File: src/rtl/stack_xfer_seq.sv
// PSHS/PSHU/PULS/PULU register-list sequencer: walks the postbyte mask in 6809
// order, issues one byte access per handshake and writes the final pointer back.
module stack_xfer_seq #(
  parameter int ADDR_W = 16
) (
  input  logic              cpu_clk,
  input  logic              cpu_reset_n,
  input  logic              start,
  input  logic              is_pull,
  input  logic              use_s,
  input  logic [7:0]        reg_mask,
  input  logic [ADDR_W-1:0] sp_in,
  input  logic              mem_ack,
  input  logic [7:0]        mem_rdata,
  input  logic [7:0]        reg_rdata,
  output logic              busy,
  output logic              done,
  output logic              mem_req,
  output logic              mem_we,
  output logic [ADDR_W-1:0] mem_addr,
  output logic [7:0]        mem_wdata,
  output logic [3:0]        reg_sel,
  output logic              byte_hi,
  output logic              reg_we,
  output logic [7:0]        reg_wdata,
  output logic              sp_we,
  output logic [ADDR_W-1:0] sp_out
);

  typedef enum logic [1:0] {IDLE, XFER_HI, XFER_LO, FINISH} state_e;

  localparam logic [ADDR_W-1:0] PTR_ONE = {{(ADDR_W-1){1'b0}}, 1'b1};

  state_e            state_q, state_d;
  logic [7:0]        mask_q, mask_d;
  logic [ADDR_W-1:0] ptr_q, ptr_d;
  logic              pull_q, pull_d;
  logic              use_s_q, use_s_d;
  logic [2:0]        cur_idx;
  logic [7:0]        mask_clr;
  logic              last_byte;
  logic              xfer;

  // Push serves the highest remaining bit first, pull the lowest.
  function automatic logic [2:0] pick(input logic [7:0] m, input logic pull);
    logic [2:0] idx;
    idx = 3'd0;
    if (pull) begin
      for (int i = 7; i >= 0; i--) if (m[i]) idx = 3'(i);
    end else begin
      for (int i = 0; i < 8; i++) if (m[i]) idx = 3'(i);
    end
    return idx;
  endfunction

  function automatic state_e first_state(input logic [2:0] idx, input logic pull);
    return (idx[2] && pull) ? XFER_HI : XFER_LO;
  endfunction

  function automatic logic [3:0] sel_code(input logic [2:0] idx, input logic us);
    logic [3:0] code;
    case (idx)
      3'd0:    code = 4'hA;
      3'd1:    code = 4'h8;
      3'd2:    code = 4'h9;
      3'd3:    code = 4'hB;
      3'd4:    code = 4'h1;
      3'd5:    code = 4'h2;
      3'd6:    code = us ? 4'h3 : 4'h4;
      default: code = 4'h5;
    endcase
    return code;
  endfunction

  always_comb begin
    state_d  = state_q;
    mask_d   = mask_q;
    ptr_d    = ptr_q;
    pull_d   = pull_q;
    use_s_d  = use_s_q;
    cur_idx  = pick(mask_q, pull_q);
    mask_clr = mask_q & ~(8'd1 << cur_idx);
    // 16-bit push ends on the high byte; pulls and 8-bit registers end on the low byte.
    last_byte = (state_q == XFER_HI) ? !pull_q : (pull_q || !cur_idx[2]);
    case (state_q)
      IDLE: begin
        if (start) begin
          mask_d  = reg_mask;
          pull_d  = is_pull;
          use_s_d = use_s;
          ptr_d   = sp_in;
          state_d = (reg_mask == 8'h00) ? FINISH
                                        : first_state(pick(reg_mask, is_pull), is_pull);
        end
      end
      XFER_HI, XFER_LO: begin
        if (mem_ack) begin
          ptr_d = pull_q ? ptr_q + PTR_ONE : ptr_q - PTR_ONE;
          if (last_byte) begin
            mask_d  = mask_clr;
            state_d = (mask_clr == 8'h00) ? FINISH
                                          : first_state(pick(mask_clr, pull_q), pull_q);
          end else begin
            state_d = (state_q == XFER_HI) ? XFER_LO : XFER_HI;
          end
        end
      end
      FINISH: begin
        state_d = IDLE;
        mask_d  = 8'h00;
      end
      default: state_d = IDLE;
    endcase
  end

  always_ff @(posedge cpu_clk) begin
    if (!cpu_reset_n) begin
      state_q <= IDLE;
      mask_q  <= 8'h00;
      ptr_q   <= '0;
      pull_q  <= 1'b0;
      use_s_q <= 1'b0;
    end else begin
      state_q <= state_d;
      mask_q  <= mask_d;
      ptr_q   <= ptr_d;
      pull_q  <= pull_d;
      use_s_q <= use_s_d;
    end
  end

  // Outputs decode registered state only, so they hold steady across mem_ack stalls.
  assign xfer      = (state_q == XFER_HI) || (state_q == XFER_LO);
  assign busy      = (state_q != IDLE);
  assign done      = (state_q == FINISH);
  assign sp_we     = (state_q == FINISH);
  assign sp_out    = (state_q == FINISH) ? ptr_q : '0;
  assign mem_req   = xfer;
  assign mem_we    = xfer && !pull_q;
  assign mem_addr  = xfer ? (pull_q ? ptr_q : ptr_q - PTR_ONE) : '0;
  assign reg_sel   = xfer ? sel_code(cur_idx, use_s_q) : 4'h0;
  assign byte_hi   = (state_q == XFER_HI);
  assign reg_we    = xfer && pull_q && mem_ack;
  assign reg_wdata = (xfer && pull_q) ? mem_rdata : 8'h00;
  assign mem_wdata = (xfer && !pull_q) ? reg_rdata : 8'h00;

endmodule

File: config.mk
export PLATFORM = sky130hd
export DESIGN_NAME = stack_xfer_seq
export DESIGN_NICKNAME = d
export VERILOG_FILES = /design/src/rtl/stack_xfer_seq.sv
export SDC_FILE = /design/constraint.sdc
export NUM_CORES = 1
export LEC_CHECK = 0
export ABC_AREA = 1
export BUFFER_PORTS_ARGS = -buffer_cell sky130_fd_sc_hd__buf_2
export CELL_PAD_IN_SITES_DETAIL_PLACEMENT = 1
export CELL_PAD_IN_SITES_GLOBAL_PLACEMENT = 2
export CORE_MARGIN = 2
export CORE_UTILIZATION = 24
export DETAILED_ROUTE_END_ITERATION = 10
export MAX_ROUTING_LAYER = met4
export PLACE_DENSITY = 0.89
export REMOVE_ABC_BUFFERS = 1
export SYNTH_ARGS = -nofsm -noshare
export SYNTH_HDL_FRONTEND = slang
export SYNTH_SLANG_ARGS = --single-unit
File: constraint.sdc
create_clock -name cpu_clk -period 2.8 [get_ports cpu_clk]
set_input_delay 0.56 -clock cpu_clk [delete_from_list [all_inputs] [get_ports cpu_clk]]
set_output_delay 0.56 -clock cpu_clk [all_outputs]
set_load 0.01 [all_outputs]
==> out/summary.md, run 1 <==
End point of the critical path: reg_sel[1]. Setup violations remaining at the end of the flow were counted as 0. The run gives 0 ps as the final sum of negative setup slack.

The tools report the net count of the finished layout as 586. The critical path class is reg -> out. The startpoint identified for the worst hold timing path is state_q[0]$_SDFFE_PN0P_. The detailed-route DRC error count was 0.

The clock transition at the registers of the reported paths works out to 110 ps. The top cell types in the final layout, fill and taps aside, are 104 x sky130_fd_sc_hd__buf_2, 85 x sky130_fd_sc_hd__nand2_1, 75 x sky130_fd_sc_hd__inv_1. Clock tree synthesis found a total of 28 sinks. The endpoint identified for the worst register-to-register timing path is ptr_q[5]$_SDFFE_PN0P_.

105 I/O pins were placed. Relative to the synthesized area, the layout overhead comes to 29.2%. In this run the horizontal extent of the chip is 108 microns. For the number of nets with antenna violations after detailed routing, the log shows 0. TritonCTS built the clock tree. The worst max-slew margin expressed relative to the limit is 0.583.

The overall routing resource usage is 0.167. The clock reaches the later pin of the worst-skew pair after 280 ps. The tools report the number of diodes added for antenna fixing as 0. The run gives 504 uV as the largest vdd supply drop.

For the worst setup path, the data required time is 2240 ps. The distinct cell type count after synthesis was 38; the number of core rows was 37. The ratio of cells with drive above 1 in the final layout came out at 0.270.

The minimum clock period was 2660 ps; the wire length of the first global-routing pass was 15,400 microns. The depth of the most critical reg-to-reg path was 8. The most used flip-flop cell after synthesis is sky130_fd_sc_hd__dfxtp_1. Setup repair after global routing left no endpoint under its margin. The synthesized design contains 0 enable-type register cells. The launch point of the worst path was pull_q$_SDFFE_PN0P_. The tools report the area of the core as 10,400 sq um. The post-detailed-route via-to-cell ratio is 4.81, and the weighted congestion at the end of routability-driven global placement is 0.844.

For this block, the via count after detailed routing is 3,205. The flow ran to the end, and the final reports show no timing, DRC or antenna violations. The number of antenna violations at the first check in global routing is 0. The post-detailed-route wirelength per cell came out at 14.3 microns. On the critical path, the stage with the largest delay is an instance of sky130_fd_sc_hd__dfxtp_2. In this run the worst path has a maximum fanout of 10. The floorplan step set the die height to 108 microns. The kind of start point of the critical path was a register.

The final worst-path setup slack was 137 ps; the full die area was 11,600 sq um. The post-synthesis instance area was 2580 sq um; the buffer levels on the longest clock path was 2. The worst setup path is captured at an output port.

Across all hold checks on the routed design, the worst slack comes to 523 ps. The max-slew violation count was 0; the slack of the worst reg-to-reg path was 500 ps. The starting density of the core was 0.249. The total wirelength of the detailed-routed design is 9510 microns, and the power per unit of standard cell area is 1190 nW/um^2. The H-tree depth came out at 1. For the post-synthesis sequential area ratio, the log shows 0.217. Counting stages on the worst path, the most repeated cell is sky130_fd_sc_hd__inv_1. The tools report the max-cap check violation count as 0.

The pin count of the biggest net entering global routing was 29. The logs give 0 for the overall overflow remaining after global route and 148 for the number of design-rule violations left by the first detailed-router iteration. The register bit total from synthesis is 28, and the half-perimeter wire length after placement is 7540 microns. Commonest non-fill, non-tap cell in the layout: sky130_fd_sc_hd__buf_2.

The number of hold-slack violations in the final timing report came out at 0. The tools report the startpoint of the worst-slack reg-to-reg timing path as state_q[0]$_SDFFE_PN0P_. Walking the worst path, the cells encountered are buf_4 > nand2_1 > inv_1 > a21oi_2 > inv_1 > nand4_1 > a41oi_2 > buf_2.

In the synthesized netlist, the number of instances is 431. The min-delay analysis places its worst path in the category reg -> reg. Counting the buffers created by CTS gives 3. For the maximum clock frequency, the log shows 376 MHz. Before antenna repair, the detailed router went through 4 iterations. The fraction of registers with async set/reset is 0, and the fill cell total of the finished layout is 1,431. Number of buffers inserted by port buffering: 104. The tree is rooted in a sky130_fd_sc_hd__clkbuf_8. Arrival time at the worst endpoint: 2100 ps. The tools report the synthesis warning total as 0.

The post-route fraction of the period consumed by the critical path came out at 0.951. In this run the static leakage power is 1.78 nW. The run gives 3,130 as the number of global-route vias before repair. The actual slew at the worst max-slew pin is 624 ps, and the worst clock skew is 3.45 ps. The largest stage delay on the critical path was 460 ps.

A synthesized cell averages 5.99 sq um. OpenSTA, run right after detailed placement, puts the worst setup slack at 344 ps.
-- flip-flops by register name, indices dropped and copies added (netlist names) --
| name | flops |
|---|---|
| ptr_q | 16 |
| mask_q | 8 |
| state_q | 2 |
| pull_q | 1 |
| use_s_q | 1 |
-- Yosys cell counts (all sizes together), types with 2 or more instances --
master / count / share of area
a21oi: 32 / 0.063
a221oi: 13 / 0.044
a31oi: 9 / 0.022
buf: 12 / 0.021
clkbuf: 4 / 0.0058
dfxtp: 28 / 0.22
ha: 8 / 0.039
inv: 82 / 0.12
nand2: 86 / 0.13
nand3: 22 / 0.046
nand4: 9 / 0.022
nor2: 57 / 0.086
nor3: 7 / 0.020
nor4: 7 / 0.025
o211ai: 6 / 0.017
o21ai: 25 / 0.048
o22ai: 3 / 0.0097
o311ai: 2 / 0.0068
or2: 2 / 0.0048
xor2: 13 / 0.044
-- layer usage --
layer / GRT usage / share of wire / wire length (microns) / up-vias
met5: - / 0 / 0 / -
met4: 0.0137 / 0.0046 / 44 / 0
met3: 0.0242 / 0.046 / 433 / 4
met2: 0.282 / 0.50 / 4730 / 72
met1: 0.220 / 0.45 / 4300 / 1518
li1: - / - / - / 1611
-- per-stage QoR --
step / std cells / area (sq um) / total power [W] / util
6_report: 666 / 3340 / 0.00397 / 0.322
5_1_grt: 666 / 3340 / 0.00440 / 0.322
3_3_place_gp: 662 / 3260 / 0.00358 / 0.314
4_1_cts: 665 / 3300 / 0.00394 / 0.318
3_5_place_dp: 662 / 3260 / 0.00368 / 0.314
2_1_floorplan: 415 / 2510 / 0.00266 / -
-- power breakdown --
part	switching [W]	internal [W]
Combinational	0.00196	0.00100
Sequential	0.000218	0.000555
Clock	0.000143	0.0000972
-- how the worst min path moves through the flow --
| stage | end | depth (start not counted) |
|---|---|---|
| 2_1_floorplan | use_s_q$_SDFFE_PN0P_ | 2 |
| 3_3_place_gp | state_q[0]$_SDFFE_PN0P_ | 2 |
| 3_5_place_dp | state_q[0]$_SDFFE_PN0P_ | 2 |
| 4_1_cts | use_s_q$_SDFFE_PN0P_ | 3 |
| 5_1_grt | use_s_q$_SDFFE_PN0P_ | 3 |
| 6_report | state_q[0]$_SDFFE_PN0P_ | 2 |
-- cell type report --
type | count | area (sq um) | share of cell area
Multi-Input combinational cell | 305 | 1670 | 0.501
Timing Repair Buffer | 112 | 581 | 0.174
Sequential cell | 28 | 564 | 0.169
Inverter | 82 | 310 | 0.0930
Tap cell | 136 | 170 | 0.0510
Clock buffer | 3 | 41.3 | 0.0124
-- cells by family (layout without fill, tap and decap cells) --
group                      after synthesis  after routing  share of synthesized area
adders and majority gates                8              8                     0.0387
and+or+nand+nor                        191            191                      0.332
AOI/OAI and AO/OA                       92             92                      0.218
DFF                                     28             28                      0.217
buffers and inverters                   98            197                      0.146
xor gates and xnor gates                14             14                     0.0475
-- worst max-delay path, delay by kind of cell, from the launching register on --
kind                   cells  cell delay (ps)
flip-flops                 1              460
buffers and inverters      4              670
AO/OA/AOI/OAI              2              400
AND/OR/NAND/NOR            2              290
-- repair_timing --
action / 4_1_cts / 5_1_grt
resized for setup: 0 / 12
hold buffers: 0 / 0
setup endpoints to repair: 0 / 7
buffers inserted: 0 / 1
No activity file was read; power rests on OpenSTA's default activity.
==> run 2: changes to the inputs <==
Settings changed: CELL_PAD_IN_SITES_DETAIL_PLACEMENT 1 to not set, CELL_PAD_IN_SITES_GLOBAL_PLACEMENT 2 to not set, CORE_UTILIZATION 24 to 35, PLACE_DENSITY 0.89 to 0.69, RECOVER_POWER set to 25.
==> run 2 against run 1 <==
Die area fell by 30%. Register-to-register slack got worse by 130 ps. Sequential share of layout area rose by 0.30 points. Combinational power fell by 5%. Via count fell by 2.6%. Critical path depth rose by 2. Setup slack improved by 7.4 ps. Critical path type unchanged. Critical endpoint is now mem_addr[14].
==> out/summary.md, run 2 (synthesis results as in run 1) <==
The run gives 7730 microns (was 9510 microns) as the total wirelength of the detailed-routed design. For the critical path required time, the log shows 2240 ps (about the same). Number of diodes added for antenna fixing: 0 (unchanged).

The most utilized layer in the global route result is met2 (unchanged). For the arrival time at the worst endpoint, the log shows 2100 ps (about the same). The worst max-slew margin expressed relative to the limit was 0.424 (was 0.583); the post-synthesis to final-layout area growth was 26.3% (was 29.2%). Ratio of cells with drive above 1 in the final layout: 0.236 (was 0.270). The cell count after placement is 622 (was 662).

Net count of the finished layout: 584 (was 586). The critical path class was reg -> out (unchanged). The final standard cell area without fillers came out at 3260 sq um (was 3340 sq um). Largest registers ranked by flip-flop count: ptr_q (16), mask_q (8), state_q (2) (unchanged). The maximum fanout encountered on the critical timing path is 5 (was 10), and the insertion delay to the later sink of the worst-skew pair is 290 ps (was 280 ps). The run finished with clean final reports. The fraction of met2 tracks used by global routing was 0.326 (was 0.282); the flip-flop count of the largest register after layout was 16 (unchanged).

The max-cap check violation count was 0 (unchanged). Total number of vias: 3,123 (was 3,205). The detailed-routing iteration count for the pre-antenna-repair pass was 4 (unchanged); the power per unit of standard cell area was 1180 nW/um^2 (was 1190 nW/um^2). The tools report the fraction of met3 tracks used by global routing as 0.0344 (was 0.0242). The full die area is 8090 sq um (was 11,600 sq um).

The overall overflow remaining after global route came out at 0 (unchanged). The number of primary I/O pins is 105 (unchanged). Cell count along the critical path: 10 (was 8). The post-detailed-route via-to-cell ratio was 4.97 (was 4.81).

The number of global-route vias before repair was 2,896 (was 3,130); the maximum clock frequency was 377 MHz (was 376 MHz). The tools report the max-slew violation count as 0 (unchanged). Detailed-route DRC error count: 0 (unchanged). Wire length of the first global-routing pass: 13,000 microns (was 15,400 microns). The largest stage delay on the critical path came out at 360 ps (was 460 ps).

The logs give 0.452 (was 0.322) for the final core utilization and 0.00385 W (was 0.00397 W) for the overall power of the completed layout. The leakage power total was 1.75 nW (was 1.78 nW). Setup repair after global routing could not meet its margin everywhere. The depth of the most critical reg-to-reg path came out at 8 (unchanged). The pin count of the biggest net entering global routing is 29 (unchanged). The tools report the area of the core as 7210 sq um (was 10,400 sq um). The nature of the critical path endpoint is an output port (unchanged). Half-perimeter wire length after placement: 5990 microns (was 7540 microns). Commonest cells after routing, fill and taps aside: 96 x sky130_fd_sc_hd__buf_2, 85 x sky130_fd_sc_hd__nand2_1, 77 x sky130_fd_sc_hd__inv_1 (was 104 x sky130_fd_sc_hd__buf_2, 85 x sky130_fd_sc_hd__nand2_1, 75 x sky130_fd_sc_hd__inv_1). The number of buffers inserted by port buffering came out at 104 (unchanged). The register name with the most flops was ptr_q (unchanged). Cell Chain, Critical Path: inv_1 > ha_1 > nand3_1 > inv_1 > nand4_1 > nor2_1 > nand4_1 > xor2_1 > nor2_1 > buf_2 (was buf_4 > nand2_1 > inv_1 > a21oi_2 > inv_1 > nand4_1 > a41oi_2 > buf_2).

For the number of antenna violations at the first check in global routing, the log shows 0 (unchanged). For the number of standard cells in the layout, taps in and fillers out, the log shows 628 (was 666). Placed standard-cell area: 3190 sq um (was 3260 sq um). The number of core rows was 31 (was 37); the worst clock skew was 10.5 ps (was 3.45 ps). The clock tree root driver cell was sky130_fd_sc_hd__clkbuf_8 (unchanged). The commonest non-fill, non-tap cell in the layout is sky130_fd_sc_hd__buf_2 (unchanged). For the number of hold-slack violations in the final timing report, the log shows 0 (unchanged). The number of nets with antenna violations after detailed routing was 0 (unchanged). Clock transition at the registers of the reported paths: 110 ps (about the same). Sink count of the clock tree: 28 (unchanged).

The post-route fraction of the period consumed by the critical path was 0.948 (was 0.951). The starting density of the core came out at 0.358 (was 0.249). The critical path buffer and inverter count came out at 3 (was 4).

The number of design-rule violations left by the first detailed-router iteration was 201 (was 148). TritonCTS built the clock tree. The run gives 0 (unchanged) as the final number of setup-violating endpoints. For the weighted congestion at the end of routability-driven global placement, the log shows 0.910 (was 0.844).

The number of cells on the worst hold path was 2 (unchanged). Cell family contributing the most delay on the critical path: simple AND/OR/NAND/NOR gates (was buffers and inverters). The run gives 2 (unchanged) as the buffer levels on the longest clock path. Overall routing resource usage: 0.193 (was 0.167). The master of the slowest instance on the critical path is sky130_fd_sc_hd__dfxtp_1 (was sky130_fd_sc_hd__dfxtp_2). The largest vdd supply drop was 550 uV (was 504 uV); the width of the die was 89.9 microns (was 108 microns). The chip height works out to 89.9 microns (was 108 microns). Class of the tightest hold or removal check: reg -> reg (unchanged).

Number of buffers added by the clock tree synthesis step: 3 (unchanged). The minimum clock period was 2660 ps (about the same). The actual slew at the worst max-slew pin is 860 ps (was 624 ps).

The met1 capacity usage during global routing is 0.248 (was 0.220), and the post-detailed-route wirelength per cell is 12.3 microns (was 14.3 microns). The H-tree depth came out at 1 (unchanged). Kind of start point of the critical path: a register (unchanged).
run 2: cell count changes in the layout (fill, tap and decap cells not counted), moves of 2 or more:
| cell | delta |
|---|---|
| sky130_fd_sc_hd__inv_2 | -2 |
| sky130_fd_sc_hd__nor2_1 | +2 |
| sky130_fd_sc_hd__dfxtp_2 | -2 |
| sky130_fd_sc_hd__inv_1 | +2 |
| sky130_fd_sc_hd__clkbuf_1 | +8 |
| sky130_fd_sc_hd__nor2_2 | -2 |
| sky130_fd_sc_hd__buf_4 | -2 |
| sky130_fd_sc_hd__buf_2 | -8 |
| sky130_fd_sc_hd__dfxtp_1 | +2 |
run 2: what timing repair did:
item | in CTS | in global routing
setup endpoints to repair | 0 | 7
resized for setup | 0 | 5
setup buffers | 0 | 2
hold buffers | 0 | 0
run 2: final timing paths:
kind / from / slack (ps) / end
min reg2reg: state_q[0]$_SDFFE_PN0P_ / 520 / state_q[0]$_SDFFE_PN0P_
max: ptr_q[0]$_SDFFE_PN0P_ / 140 / mem_addr[14]
min: state_q[0]$_SDFFE_PN0P_ / 520 / state_q[0]$_SDFFE_PN0P_
max reg2reg: mask_q[7]$_SDFFE_PN0P_ / 370 / mask_q[3]$_SDFFE_PN0P_
run 2: final cells by class:
| cell class | count | area [sq um] |
|---|---|---|
| Clock buffer | 4 | 55.1 |
| Fill cell | 819 | 3950 |
| Inverter | 82 | 310 |
| Multi-Input combinational cell | 305 | 1660 |
| Sequential cell | 28 | 562 |
| Tap cell | 99 | 124 |
| Timing Repair Buffer | 110 | 556 |
run 2: per-stage QoR:
step / TNS (ps) / worst slack (ps) / hold WS (ps)
5_1_grt: -22.2 / -17.9 / 549
2_1_floorplan: 0 / 238 / 464
3_3_place_gp: 0 / 413 / 494
3_5_place_dp: 0 / 374 / 508
4_1_cts: 0 / 31.4 / 524
6_report: 0 / 144 / 523
run 2: power by group:
part           leakage [nW]  internal (W)  total (W)  switching, W
clock network        0.0288      0.000126   0.000268      0.000142
logic                  1.48      0.000982    0.00281       0.00182
registers             0.232      0.000553   0.000770      0.000217
total                  1.75       0.00166    0.00385       0.00218
run 2: worst min-delay path, stage by stage, from the launching register on:
cell and delay [ps]:
sky130_fd_sc_hd__dfxtp_1 350, sky130_fd_sc_hd__nand2_1 70, sky130_fd_sc_hd__a21oi_1 60
run 2: routing by layer:
metal	up-vias	wire, microns	part of all wire
met5	-	0	0
met4	0	36	0.0047
met3	4	575	0.074
met2	113	3610	0.47
met1	1388	3510	0.45
li1	1618	-	-
